$ cat config.mk
export PLATFORM = sky130hd
export DESIGN_NAME = output_drain_flat
export DESIGN_NICKNAME = d
export VERILOG_FILES = /design/src/rtl/output_drain_if.sv /design/src/rtl/output_drain.sv /design/src/flat_wrapper.sv
export SDC_FILE = /design/constraint.sdc
export NUM_CORES = 1
export LEC_CHECK = 0
export CELL_PAD_IN_SITES_DETAIL_PLACEMENT = 0
export CELL_PAD_IN_SITES_GLOBAL_PLACEMENT = 1
export CORE_MARGIN = 5
export CORE_UTILIZATION = 47
export CTS_BUF_LIST = sky130_fd_sc_hd__clkbuf_4 sky130_fd_sc_hd__clkbuf_8 sky130_fd_sc_hd__clkbuf_16
export DETAILED_ROUTE_END_ITERATION = 8
export PLACE_DENSITY = 0.88
export SKIP_CTS_REPAIR_TIMING = 1
export SYNTH_ARGS = -nofsm -noshare
export SYNTH_HDL_FRONTEND = slang
export SYNTH_SLANG_ARGS = --single-unit
export TNS_END_PERCENT = 5
$ cat constraint.sdc
create_clock -name clk_i -period 5.5 [get_ports clk_i]
set_clock_uncertainty 0.15 [all_clocks]
set_input_delay 1.375 -clock clk_i [delete_from_list [all_inputs] [get_ports clk_i]]
set_output_delay 1.375 -clock clk_i [all_outputs]
set_load 0.02 [all_outputs]
$ cat src/rtl/output_drain_if.sv
// Output stream bundle of the accumulator drain engine.
// Carries one signed word per valid/ready handshake plus an end-of-run flag.
interface output_drain_if #(
  parameter int W = 16
);
  logic [W-1:0] data;
  logic         valid;
  logic         ready;
  logic         last;

  modport master (
    output data,
    output valid,
    output last,
    input  ready
  );

  modport slave (
    input  data,
    input  valid,
    input  last,
    output ready
  );
endinterface

$ cat src/rtl/output_drain.sv
// Port-B read-out engine for the output accumulation BRAM.
// Streams a wrapped address range out, optionally zeroing and ReLU-clamping.
module output_drain #(
  parameter int I_WIDTH         = 8,
  parameter int F_WIDTH         = 8,
  parameter int BRAM_ADDR_WIDTH = 11,
  parameter int FIFO_DEPTH      = 4
) (
  input  logic                         clk_i,
  input  logic                         rst_n_i,
  input  logic                         start_i,
  input  logic [BRAM_ADDR_WIDTH-1:0]   base_addr_i,
  input  logic [BRAM_ADDR_WIDTH:0]     length_i,
  input  logic                         clear_en_i,
  input  logic                         relu_en_i,
  output logic [BRAM_ADDR_WIDTH-1:0]   bram_addr_o,
  output logic                         bram_wr_en_o,
  input  logic [I_WIDTH+F_WIDTH-1:0]   bram_data_i,
  output_drain_if.master               m,
  output logic                         busy_o,
  output logic                         done_o
);

  localparam int DW = I_WIDTH + F_WIDTH;
  localparam int AW = BRAM_ADDR_WIDTH;
  localparam int PW = $clog2(FIFO_DEPTH);
  localparam int CW = PW + 1;

  localparam logic [AW:0]   MAX_LEN  = {1'b1, {AW{1'b0}}};
  localparam logic [AW:0]   LEFT_ONE = {{AW{1'b0}}, 1'b1};
  localparam logic [CW-1:0] CNT_ONE  = {{(CW-1){1'b0}}, 1'b1};
  localparam logic [CW-1:0] CNT_MAX  = CW'(FIFO_DEPTH);

  typedef enum logic [1:0] {
    S_IDLE,
    S_ISSUE,
    S_FLUSH,
    S_DONE
  } state_t;

  state_t            r_state;
  state_t            w_next;

  logic [AW-1:0]     r_addr;
  logic [AW:0]       r_left;
  logic              r_clear;
  logic              r_relu;
  logic              r_infl;
  logic              r_infl_last;

  logic [DW:0]       r_mem [FIFO_DEPTH];
  logic [PW-1:0]     r_wr_ptr;
  logic [PW-1:0]     r_rd_ptr;
  logic [CW-1:0]     r_count;

  logic [AW:0]       w_len;
  logic              w_credit;
  logic              w_issue;
  logic              w_push;
  logic              w_pop;
  logic              w_valid;
  logic [DW-1:0]     w_push_data;
  logic [DW:0]       w_head;

  assign w_len = (length_i > MAX_LEN) ? MAX_LEN : length_i;

  // Words sitting in the FIFO plus the read on the BRAM port must leave room
  assign w_credit = (r_count + {{(CW-1){1'b0}}, r_infl}) < CNT_MAX;
  assign w_issue  = (r_state == S_ISSUE) && w_credit;

  assign w_push  = r_infl;
  assign w_valid = (r_count != '0);
  assign w_pop   = w_valid && m.ready;
  assign w_head  = r_mem[r_rd_ptr];

  assign w_push_data = (r_relu && bram_data_i[DW-1]) ? '0 : bram_data_i;

  assign bram_addr_o  = r_addr;
  assign bram_wr_en_o = w_issue && r_clear;

  assign m.valid = w_valid;
  assign m.data  = w_valid ? w_head[DW-1:0] : '0;
  assign m.last  = w_valid && w_head[DW];

  assign busy_o = (r_state == S_ISSUE) || (r_state == S_FLUSH);
  assign done_o = (r_state == S_DONE);

  // State register
  always_ff @(posedge clk_i) begin
    if (!rst_n_i) r_state <= S_IDLE;
    else          r_state <= w_next;
  end

  // Next-state: done follows the cycle that pops the final word
  always_comb begin
    w_next = r_state;
    unique case (r_state)
      S_IDLE: begin
        if (start_i) w_next = (w_len == '0) ? S_DONE : S_ISSUE;
      end
      S_ISSUE: begin
        if (w_issue && r_left == LEFT_ONE) w_next = S_FLUSH;
      end
      S_FLUSH: begin
        if (!r_infl &&
            (r_count == '0 || (r_count == CNT_ONE && w_pop)))
          w_next = S_DONE;
      end
      S_DONE: w_next = S_IDLE;
      default: w_next = S_IDLE;
    endcase
  end

  // Run parameters, address walk and the one-deep read-in-flight pipe
  always_ff @(posedge clk_i) begin
    if (!rst_n_i) begin
      r_addr      <= '0;
      r_left      <= '0;
      r_clear     <= 1'b0;
      r_relu      <= 1'b0;
      r_infl      <= 1'b0;
      r_infl_last <= 1'b0;
    end else begin
      if (r_state == S_IDLE && start_i) begin
        r_addr  <= base_addr_i;
        r_left  <= w_len;
        r_clear <= clear_en_i;
        r_relu  <= relu_en_i;
      end else if (w_issue) begin
        r_addr <= r_addr + 1'b1;
        r_left <= r_left - 1'b1;
      end
      r_infl      <= w_issue;
      r_infl_last <= w_issue && (r_left == LEFT_ONE);
    end
  end

  // Skid FIFO storage; contents are don't-care while the count is zero
  always_ff @(posedge clk_i) begin
    if (w_push) r_mem[r_wr_ptr] <= {r_infl_last, w_push_data};
  end

  // Skid FIFO pointers and occupancy
  always_ff @(posedge clk_i) begin
    if (!rst_n_i) begin
      r_wr_ptr <= '0;
      r_rd_ptr <= '0;
      r_count  <= '0;
    end else begin
      if (w_push) r_wr_ptr <= r_wr_ptr + 1'b1;
      if (w_pop)  r_rd_ptr <= r_rd_ptr + 1'b1;
      unique case ({w_push, w_pop})
        2'b10:   r_count <= r_count + 1'b1;
        2'b01:   r_count <= r_count - 1'b1;
        default: r_count <= r_count;
      endcase
    end
  end

endmodule

$ cat src/flat_wrapper.sv
// flat-port wrapper written by rule: the top's interface ports become plain ports
module output_drain_flat 
#(
  parameter int I_WIDTH         = 8,
  parameter int F_WIDTH         = 8,
  parameter int BRAM_ADDR_WIDTH = 11,
  parameter int FIFO_DEPTH      = 4
)
  (clk_i, rst_n_i, start_i, base_addr_i, length_i, clear_en_i, relu_en_i, bram_addr_o, bram_wr_en_o, bram_data_i, busy_o, done_o, m_data, m_valid, m_last, m_ready);
  output_drain_if #(.W(((8) + (8)))) m_i ();
  input  logic clk_i;
  input  logic rst_n_i;
  input  logic start_i;
  input  logic [BRAM_ADDR_WIDTH-1:0] base_addr_i;
  input  logic [BRAM_ADDR_WIDTH:0] length_i;
  input  logic clear_en_i;
  input  logic relu_en_i;
  output logic [BRAM_ADDR_WIDTH-1:0] bram_addr_o;
  output logic bram_wr_en_o;
  input  logic [I_WIDTH+F_WIDTH-1:0] bram_data_i;
  output logic busy_o;
  output logic done_o;
  output wire logic [$bits(m_i.data)-1:0] m_data;
  output wire logic [$bits(m_i.valid)-1:0] m_valid;
  output wire logic [$bits(m_i.last)-1:0] m_last;
  input wire logic [$bits(m_i.ready)-1:0] m_ready;
  assign m_data = m_i.data;
  assign m_valid = m_i.valid;
  assign m_last = m_i.last;
  assign m_i.ready = m_ready;
  output_drain #(.I_WIDTH(I_WIDTH), .F_WIDTH(F_WIDTH), .BRAM_ADDR_WIDTH(BRAM_ADDR_WIDTH), .FIFO_DEPTH(FIFO_DEPTH)) u_core (.clk_i(clk_i), .rst_n_i(rst_n_i), .start_i(start_i), .base_addr_i(base_addr_i), .length_i(length_i), .clear_en_i(clear_en_i), .relu_en_i(relu_en_i), .bram_addr_o(bram_addr_o), .bram_wr_en_o(bram_wr_en_o), .bram_data_i(bram_data_i), .m(m_i), .busy_o(busy_o), .done_o(done_o));
endmodule
==> impl_summary.md <==
Logic synthesis
Synthesis produced a netlist whose cell count is 367. The number of flip-flops and latches in the synthesized netlist is 106. Averaged over all synthesized cells, the footprint is 13.1 sq um.

The number of distinct standard cells referenced by the synthesized netlist is between 40 and 50. The share of synthesized area in the top cell type comes to 0.424. The mapped netlist covers 4820 sq um. The most used flip-flop cell after synthesis is sky130_fd_sc_hd__edfxtp_1.

Yosys attributes the largest share of cell area to sky130_fd_sc_hd__edfxtp_1, sky130_fd_sc_hd__dfxtp_1, sky130_fd_sc_hd__mux4_2. The number of warning messages in the yosys log is 0. Of all flip-flops after synthesis, the portion carrying an async set or reset was 0.

In this run, synthesis inferred 68 flip-flops with an integrated enable. The number of nets in the synthesized netlist is 429. The top cell type by total area after synthesis is sky130_fd_sc_hd__edfxtp_1. The proportion of synthesized chip area in sequential cells is 0.582.

Floorplanning
The die height is 111 um. The area of the core region is 10100 sq um. The row count is 37. The die outline width is 111 um. The die covers between 10000 and 15000 sq um. The I/O pin count is 77. The initial cell density of the core is 0.475.

Place
Prior to clock tree synthesis, the placed netlist has a worst setup slack of 1.90 ns. After legalization and detailed placement, the total HPWL measured 6.35 mm. The number of input and output port buffers inserted is 76. Once placement finished, the instance area stood at between 5000 and 6000 sq um. Routability-driven placement finished with a final weighted congestion of 0.782.

After detailed placement, the design holds a cell count of 564.

CTS
The maximum level of the CTS H-tree is 3. The TritonCTS buffer count is 9. The largest buffer count on any clock path is 2. The clock tree root buffer cell is sky130_fd_sc_hd__clkbuf_8.

For the worst-skew pair, the clock arrives at the later sink with an insertion delay of 0.36 ns. TritonCTS built the clock tree. The clock sink count is 106. The clock edge transition at the registers on the reported setup and hold paths is between 0.1 and 0.15 ns.

Timing
In the post-route analysis, the smallest setup slack over all paths is between 1.5 and 2 ns. Setup repair after global routing left no endpoint under its margin. The final-report max-slew violation count is 0. At the pin with the least slew margin, the transition time is 1.04 ns.

The final-layout worst hold slack is roughly 0.33 ns. The period utilization is 0.718. The maximum operating frequency is 253 MHz. The shortest clock period the worst path allows after layout is a little under 4 ns.

The worst pin sits at a relative slew slack of 0.306. For the final routed database, the setup TNS stands at 0 ns. The count of final hold-check violations was 0. Setup violations remaining at the end of the flow were counted as 0.

Final layout
Leaving out fill and tap cells, the most frequent cell in the layout is sky130_fd_sc_hd__clkdlybuf4s50_1. The number of nets in the final layout is 501. Relative to the synthesized area, the layout overhead comes to 22.0%. The fraction of layout instances using a drive strength above 1 is 0.0901. The finished layout holds 580 standard cells, fillers aside.

The final non-filler cell area is 5880 sq um. The count of antenna diodes in the layout is 0. In the layout the commonest cells are sky130_fd_sc_hd__clkdlybuf4s50_1, sky130_fd_sc_hd__edfxtp_1, sky130_fd_sc_hd__and2_1, sky130_fd_sc_hd__dfxtp_1, sky130_fd_sc_hd__nand2_1.

Global routing
The via count of the first global-routing pass is 3147. Entering global routing, the biggest net connects 34 pins. The total grt overflow is 0.

The total track usage is 0.156. The first global-routing pass estimated between 15 and 20 mm of wire. The initial antenna violation count was 0.

Power and ir drop
For this design the static power due to leakage is between 0.002 and 0.0025 uW. The total power density per cell area is 418 nW/um^2. IR analysis of the VDD net gives a maximum drop of 0.199 mV.

Worst setup path
Of all nets on the critical path, the largest fanout is 19. The arrival time reported for the critical path endpoint is 2.42 ns. The type of the worst setup path is reg -> out.

The required time of the worst setup path is 3.97 ns. The worst setup path is captured at an output pin. The worst setup path is launched from a flip-flop.

Worst hold path
The kind of path behind the tightest hold check is reg -> reg.

Routing
The routed design has 9.23 mm of wire. Across all layers, the routed design uses 3019 vias. After detailed routing, the number of remaining DRC violations is 0. Dividing the detail-routed wire length by the instance count gives 15.9 um. The number of detailed-routing iterations run before antenna repair is 4. The count of nets left with antenna violations after detail routing is 0. The first routing iteration left 94 violations. Using the TritonRoute via totals, the vias-per-cell ratio works out to 5.21.

Flow run
Max-cap violations in this run came to 0.

Status
The run finished with clean final reports.
==> registers in the layout, indices dropped and copies added, names as in the netlist, named ones only <==
name                count
u_core.r_mem           68
u_core.r_left          12
u_core.bram_addr_o     11
u_core.r_count          3
u_core.r_rd_ptr         2
u_core.r_state          2
u_core.r_wr_ptr         2
u_core.r_clear          1
u_core.r_infl           1
u_core.r_infl_last      1
u_core.r_relu           1
==> power by group <==
group          internal, uW  switching [uW]
combinational           450             490
sequential              964            94.3
clock                   177             281
total                  1590             866
==> Yosys cell counts (all sizes together), types with 2 or more instances <==
library cell   n
a21boi         4
a21oi         13
a31oi          2
and2          45
and4           5
buf            5
clkbuf        11
dfxtp         38
edfxtp        68
ha            17
inv           13
mux2i          3
mux4          17
nand2         22
nand2b         3
nand3          7
nand3b         2
nand4          6
nand4b         2
nor2           5
nor2b          8
nor4           4
o211a          4
o211ai         3
o21ai         23
xnor2          7
xor2          19
==> stage by stage <==
step,util,power [uW]
after detailed placement,0.561,2020
after global routing,0.580,2610
final,0.580,2460
after CTS,0.580,2480
after global placement,0.561,2000
after floorplan,-,1710
==> worst max-delay path: stages (launching register included) <==
cell	delay [ns]
sky130_fd_sc_hd__dfxtp_1	0.47
sky130_fd_sc_hd__inv_1	0.10
sky130_fd_sc_hd__ha_1	0.22
sky130_fd_sc_hd__nand2b_1	0.44
sky130_fd_sc_hd__and2_1	0.22
sky130_fd_sc_hd__clkdlybuf4s50_1	0.61
==> final timing paths <==
path	cells after the start	to	from	slack, ns
worst max-delay path	5	m_data[13]	u_core.r_count[0]	1.55
worst min-delay path	2	u_core.r_clear	u_core.r_clear	0.33
worst max register to register	7	u_core.r_count[2]	u_core.r_count[0]	2.97
worst min register to register	2	u_core.r_clear	u_core.r_clear	0.33
==> routing by layer <==
metal | global-route usage | vias up | share of wire
met2 | 0.255 | 86 | 0.47
li1 | - | 1484 | -
met4 | 0.0487 | 0 | 0.014
met1 | 0.208 | 1439 | 0.47
met3 | 0.0355 | 10 | 0.053
met5 | 0 | - | 0
==> cell type report <==
type                            count  area, sq um
Fill cell                         837         4260
Inverter                           13         48.8
Clock inverter                      7         67.6
Timing Repair Buffer               77          768
Sequential cell                   106         2800
Tap cell                          136          170
Clock buffer                        9          124
Multi-Input combinational cell    232         1900
==> cell families after synthesis <==
| group | count (synthesis) | synth area share |
|---|---|---|
| adders and majority gates | 17 | 0.0442 |
| DFF | 106 | 0.582 |
| AOI/OAI and AO/OA | 54 | 0.0735 |
| xor gates and xnor gates | 26 | 0.0473 |
| muxes | 20 | 0.0857 |
| buffers and inverters | 29 | 0.0244 |
| and+or+nand+nor | 115 | 0.143 |
No activity file was read; power rests on OpenSTA's default activity.
